<file path="src/rtl/instr_fetch.sv">
// instr_fetch: PC/credit-based instruction fetch with in-order buffer and redirect flush.
// Responses that were in flight at a redirect are counted in r_drop and discarded on return.
module instr_fetch #(
    parameter logic [31:0] RESET_PC   = 32'h0000_0000,
    parameter int          FIFO_DEPTH = 2
) (
    input  logic        clk,
    input  logic        rst,
    output logic        imem_req,
    output logic [31:0] imem_addr,
    input  logic        imem_gnt,
    input  logic        imem_rvalid,
    input  logic [31:0] imem_rdata,
    input  logic        redirect_valid,
    input  logic [31:0] redirect_pc,
    output logic        if_valid,
    input  logic        if_ready,
    output logic [31:0] if_instr,
    output logic [31:0] if_pc
);
    localparam int CW = $clog2(FIFO_DEPTH + 1);
    localparam int PW = FIFO_DEPTH > 1 ? $clog2(FIFO_DEPTH) : 1;
    localparam logic [CW+1:0] DEPTH_C = (CW + 2)'(FIFO_DEPTH);
    localparam logic [0:0] BOOT = 1'b0;
    localparam logic [0:0] RUN  = 1'b1;

    logic [0:0]    r_state;
    logic [31:0]   r_pc;
    logic [CW-1:0] r_out, r_drop, r_count;
    logic [31:0]   r_qi [FIFO_DEPTH];
    logic [31:0]   r_qp [FIFO_DEPTH];
    logic [31:0]   r_tp [FIFO_DEPTH];
    logic [PW-1:0] r_qwr, r_qrd, r_twr, r_trd;

    logic w_run, w_credit, w_redir, w_gnt, w_drop_rsp, w_acc_rsp, w_push, w_pop;

    function automatic logic [PW-1:0] inc(input logic [PW-1:0] p);
        return (p == PW'(FIFO_DEPTH - 1)) ? '0 : p + 1'b1;
    endfunction

    // dropped responses still hold a credit until they return
    assign w_run      = r_state == RUN;
    assign w_credit   = {2'b00, r_out} + {2'b00, r_drop} + {2'b00, r_count} < DEPTH_C;
    assign w_redir    = w_run & redirect_valid;
    assign imem_req   = w_run & ~redirect_valid & w_credit;
    assign imem_addr  = r_pc;
    assign w_gnt      = imem_req & imem_gnt;
    assign w_drop_rsp = imem_rvalid & (r_drop != '0);
    assign w_acc_rsp  = imem_rvalid & (r_drop == '0) & (r_out != '0);
    assign w_push     = w_acc_rsp & ~w_redir;
    assign if_valid   = r_count != '0;
    assign w_pop      = if_valid & if_ready & ~w_redir;
    assign if_instr   = if_valid ? r_qi[r_qrd] : '0;
    assign if_pc      = if_valid ? r_qp[r_qrd] : '0;

    always_ff @(posedge clk or posedge rst) begin
        if (rst) begin
            r_state <= BOOT;
            r_pc    <= RESET_PC;
            r_out   <= '0;
            r_drop  <= '0;
            r_count <= '0;
            r_qwr   <= '0;
            r_qrd   <= '0;
            r_twr   <= '0;
            r_trd   <= '0;
            for (int i = 0; i < FIFO_DEPTH; i++) begin
                r_qi[i] <= '0;
                r_qp[i] <= '0;
                r_tp[i] <= '0;
            end
        end else begin
            r_state <= RUN;
            if (w_redir) begin
                r_pc    <= {redirect_pc[31:2], 2'b00};
                r_drop  <= r_drop + r_out - CW'(w_drop_rsp | w_acc_rsp);
                r_out   <= '0;
                r_count <= '0;
                r_qwr   <= '0;
                r_qrd   <= '0;
                r_twr   <= '0;
                r_trd   <= '0;
            end else begin
                if (w_gnt) begin
                    r_pc        <= r_pc + 32'd4;
                    r_tp[r_twr] <= r_pc;
                    r_twr       <= inc(r_twr);
                end
                if (w_drop_rsp)
                    r_drop <= r_drop - 1'b1;
                if (w_push) begin
                    r_qi[r_qwr] <= imem_rdata;
                    r_qp[r_qwr] <= r_tp[r_trd];
                    r_qwr       <= inc(r_qwr);
                    r_trd       <= inc(r_trd);
                end
                if (w_pop)
                    r_qrd <= inc(r_qrd);
                r_out   <= r_out + CW'(w_gnt) - CW'(w_acc_rsp);
                r_count <= r_count + CW'(w_push) - CW'(w_pop);
            end
        end
    end
endmodule
</file>
<file path="config.mk">
export PLATFORM = sky130hd
export DESIGN_NAME = instr_fetch
export DESIGN_NICKNAME = d
export VERILOG_FILES = /design/src/rtl/instr_fetch.sv
export SDC_FILE = /design/constraint.sdc
export NUM_CORES = 1
export LEC_CHECK = 0
export CAP_MARGIN = 20
export CORE_MARGIN = 1.5
export CORE_UTILIZATION = 45
export CTS_CLUSTER_SIZE = 28
export DETAILED_ROUTE_END_ITERATION = 16
export GPL_ROUTABILITY_DRIVEN = 0
export PLACE_DENSITY = 0.79
export SETUP_SLACK_MARGIN = 0.5
export SLEW_MARGIN = 20
export SYNTH_ARGS = -nofsm -noshare
export SYNTH_HDL_FRONTEND = slang
export SYNTH_SLANG_ARGS = --single-unit
</file>
<file path="constraint.sdc">
create_clock -name clk -period 7.6 [get_ports clk]
set_input_delay 1.52 -clock clk [delete_from_list [all_inputs] [get_ports clk]]
set_output_delay 1.52 -clock clk [all_outputs]
set_load 0.02 [all_outputs]
</file>
=== Word-level counts from Yosys, hierarchy flattened ===
Index checks and enable logic that the tools add are counted.

* Logic and storage cells: 101
* Flip-flop bits (word level): 235

* Reductions and logical operators: 12
* Order comparisons: 7
* Multiplexer cells: 36
* Bitwise logic cells: 17
* $add $sub $neg: 14

{| class="wikitable"
|+ Operators with widths
! cell !! number
|-
| $mux W32 || 15
|-
| $bwmux W64 || 3
|-
| $demux W32 S1 || 2
|-
| $add A32 B3 Y32 const B || 1
|-
| $reduce_bool A2 Y1 || 7
|-
| $mux W1 || 12
|-
| $and A1 B1 Y1 || 10
|-
| $ge A2 B2 Y1 const B || 4
|-
| $mux W2 || 4
|-
| $not A1 Y2 || 4
|-
| $sub A2 B1 Y2 || 3
|-
| $add A1 B1 Y1 const B || 4
|-
| $add A2 B1 Y2 || 2
|-
| $add A3 B2 Y4 || 1
|-
| $lt A2 B1 Y1 const B || 2
|-
| $lt A4 B2 Y1 const B || 1
|-
| $reduce_and A2 Y1 || 2
|-
| $add A2 B2 Y3 || 1
|-
| $add A2 B2 Y2 || 1
|-
| $logic_and A1 B1 Y1 || 2
|-
| $logic_not A2 Y1 || 1
|-
| $not A1 Y1 || 2
|-
| $sub A2 B1 Y2 const B || 1
|-
| $or A1 B1 Y1 || 1
|}

=== Depth between registers and ports, before layout ===
* Word-level depth: 8
* Mapped depth: 12
* Mapped depth without buffers: 12

=== Worst setup path after synthesis ===
No wires, ideal clock.

* Path kind: input to output
* Start: in redirect_valid
* End: out imem_req
* Slack: 3.735 ns
* Buffers on the path: 1
* Arrival: 2.345 ns
* Cell stages on the path: 3
* Cell sequence: and4bb_2 buf_4 nor2b_1

* Word-level cells in the longest chain between the ends: 3

{| class="wikitable"
|+ RTL lines
! what !! line !! text
|-
| start: declaration || 14 || <nowiki>input logic redirect_valid,</nowiki>
|-
| $not A1 Y1 || 45 || <nowiki>assign imem_req = w_run & ~redirect_valid & w_credit;</nowiki>
|-
| $and A1 B1 Y1 (2 in a row) || 45 ||
|-
| end: declaration || 9 || <nowiki>output logic imem_req,</nowiki>
|}

Every way passes these cells.

=== Worst setup path in the final report ===
Ends and elaborated chain as after synthesis.

==> results.toml <==
[clock_network]
ctsHtreeMaxLevel = 1
cts_hold_buffers = 0
cts.sinks = 225
clk_pin_slew_ns = 0.06
clockRootBuffer = "clkbuf_16"
cts_buffer_depth = 3
post_cts_resized = 0
cts_tree = "done"
numCtsBuffers = 24
clk_latency_ns = 0.52
cts_setup_buffers = 0

[critical_path]
cp.arrival_ns = 3.36
cpMostUsedCell = "clkdlybuf4s50_1"
path_cells = "clkdlybuf4s50_1, and4bb_2, nor2b_1, clkdlybuf4s50_1"
max_stage_delay_ns = 0.63
path_buf_inv = 2
cpMaxStageDelayCell = "clkdlybuf4s50_1"
cp_top_family = "buffers and inverters"
crit_path_start_kind = "primary input"
cp-end-kind = "output pin"
path_max_fanout = 13
criticalPathCategory = "in2out"
cp_data_required_time_ns = 6.08

[yosys]
synth-edff-count = 0
synthXorXnorAreaFrac_pct = 1.509
synthArstFlopShare_pct = 100.0
ys_types = 43
synth_area_leader_cell = "dfrtp_1"
yosysWarnings = 0
synthSimpleGateAreaFrac_pct = 11.27
synthMuxAreaShare_pct = 22.06
synthFlopType = "dfrtp_1"
synth_compound_area_share_pct = 6.323
synth_area_leaders = "dfrtp_1 54%, mux2_2 13%, mux2i_1 8.9%"
yosys.area_share.adder_pct = 1.509
syn_avg_cell_area_sq_um = 11.46
synth_top_area_share_pct = 53.89
synthCells = 912
ys_seq_elements = 225
synth_seq_area_share_pct = 53.89
syn_area_sq_um = 10450
synth_top_family_by_area = "multiplexers"

[die]
coreArea_sq_um = 22710
start_util_pct = 46.01
die_w_microns = 155.4
io_pins = 168
die_h_microns = 155.4
rows = 55
die_area_sq_um = 24140

[power]
p_int_uw = 3559
p_sw_share_pct = 33.56
p_sw_uw = 1798
p_clk_share_pct = 25.4
seqPwrFrac_pct = 37.8
powerDensity_nw_per_um2 = 404.8
ir_worst_vdd_v = 0.0001978
power_frac_comb_pct = 36.8
p_leak_uw = 0.005801

[sta]
fin_hold_ws_ns = 0.4776
fin_ws_ns = 2.719
tightest_slew_ns = 1.041
finalHoldViolations = 0
slew_viol_final = 0
max_freq_mhz = 204.9
fin_skew_ns = 0.02274
setup_viol = 0
period_needed_ns = 4.881
rsz0062_at_grt = "no"
finalCritPeriodShare_pct = 64.22
slew_headroom_pct = 30.58
setup_tns_ns = 0

[layout]
multiInputGateArea_sq_um = 4504
final_util_pct = 58.27
fin_nets = 1135
nFillCells = 1890
seq_area_sq_um = 5635
area_growth_pct = 26.64
diodes = 0
final_layout_size_suffix_gt1_share_pct = 18.30

[global_route]
overflow = 0
antenna_found_initial = 0
grt_pass1_wl_microns = 38900
grt_use_met2_pct = 33.06
use_met1_pct = 27.14
grt_pass1_vias = 7352
grt_start_max_net_pins = 93
busiest_layer = "met2"
grtUsageMet3_pct = 3.287
grt_use_total_pct = 20.05

[drt]
remaining_drc_errors = 0
wirelength_microns = 23940
drtPass1Iterations = 4
dr_total_vias = 7417
post_drt_wl_per_cell_microns = 17.65
drt-vias-per-instance = 5.470
ant_nets = 0
drtIter0Drc = 472

[placed_design]
post-place-ws_ns = 2.736
dp_hpwl_microns = 15240
numPortBuffers = 161

[min_path]
hp-class = "reg2reg"

[flow_run]
drv_cap = 0

[status]
status = "finished clean"
power by group through the flow:
stage	registers [uW]	logic, uW	clock network, uW
2_1_floorplan	1920	1360	0
3_3_place_gp	2020	1930	0
3_5_place_dp	2050	1970	0
4_1_cts	2030	1990	1390
5_1_grt	2100	2160	1430
6_report	2030	1970	1360
metrics by stage:
step | instances | total power (uW) | area (sq um)
floorplan | 915 | 3289 | 10460
global placement | 1310 | 3949 | 12250
detailed placement | 1311 | 4020 | 12270
CTS | 1355 | 5412 | 13210
global route | 1356 | 5684 | 13230
finish | 1356 | 5357 | 13230
area by class of cell:
| type | count | share of cell area, % |
|---|---|---|
| timing repair buffer | 175 | 13.22 |
| clock buffer | 29 | 4.907 |
| clock inverter | 15 | 2.184 |
| inverter | 12 | 0.3688 |
| tap | 285 | 2.695 |
| multi-input combinational | 615 | 34.04 |
| sequential | 225 | 42.59 |
kinds of logic after synthesis:
| logic type | count (synthesis) |
|---|---|
| other | 2 |
| flip-flops | 225 |
| multiplexers | 215 |
| AND/OR/NAND/NOR | 249 |
| buffers and inverters | 75 |
| AO/OA/AOI/OAI | 116 |
| adder cells (fa/ha/maj) | 12 |
| XOR/XNOR | 18 |
state kept, by name (all words and copies together) (netlist names):
signal	cells
r_qp	60
r_count	2
r_drop	2
r_twr	1
r_state	1
r_qrd	1
r_trd	1
r_qwr	1
r_qi	64
r_out	2
r_tp	60
imem_addr	30
synthesized netlist by cell type, drive strengths merged (2+ instances only):
| cell | instances |
|---|---|
| dfrtp | 225 |
| mux2 | 122 |
| nor2 | 121 |
| mux2i | 93 |
| nand2 | 58 |
| o21ai | 47 |
| buf | 42 |
| a21oi | 30 |
| clkbuf | 21 |
| a31oi | 18 |
| nand4 | 14 |
| or4 | 14 |
| inv | 12 |
| nand3 | 12 |
| o31ai | 12 |
| ha | 11 |
| xnor2 | 9 |
| xor2 | 9 |
| or3 | 7 |
| and4 | 6 |
| and2 | 4 |
| nor2b | 4 |
| o211ai | 4 |
| and3 | 3 |
| conb | 2 |
worst min-delay path: stages, from the launching register on:
cell and delay [ns]:
dfrtp_1 0.34, nand2_1 0.05, o21ai_0 0.06
layout by cell type (no fill, tap or decap), drive strengths merged, types with 2 or more instances in the layout:
cell type      instances
dfrtp                225
clkdlybuf4s50        161
mux2                 122
nor2                 121
mux2i                 93
nand2                 58
o21ai                 47
a21oi                 30
clkbuf                29
a31oi                 18
or4                   14
buf                   14
nand4                 14
o31ai                 12
nand3                 12
inv                   11
ha                    11
xnor2                  9
xor2                   9
bufinv                 8
or3                    7
clkinv                 6
and4                   6
conb                   5
and2                   4
nor2b                  4
o211ai                 4
and3                   3
clkinvlp               2
layer usage:
layer | up-vias | part of all wire (%)
met5 | - | 0
met4 | 0 | 2.5
met3 | 46 | 5.4
met2 | 209 | 47
met1 | 3673 | 45
li1 | 3489 | -
final timing paths:
kind,startpoint,endpoint,slack (ns),cells past startpoint
min in group asynchronous,rst,r_qp[10]$_DFFE_PP0P_,1.36,2
max reg2reg,r_out[1]$_DFF_PP0_,r_tp[62]$_DFFE_PP0P_,4.22,9
min,r_qp[16]$_DFFE_PP0P_,r_qp[16]$_DFFE_PP0P_,0.48,2
min reg2reg,r_qp[16]$_DFFE_PP0P_,r_qp[16]$_DFFE_PP0P_,0.48,2
max,redirect_valid,imem_req,2.72,4
max in group asynchronous,rst,r_qi[11]$_DFFE_PP0P_,5.12,3
(Power assumes the default switching activity.)
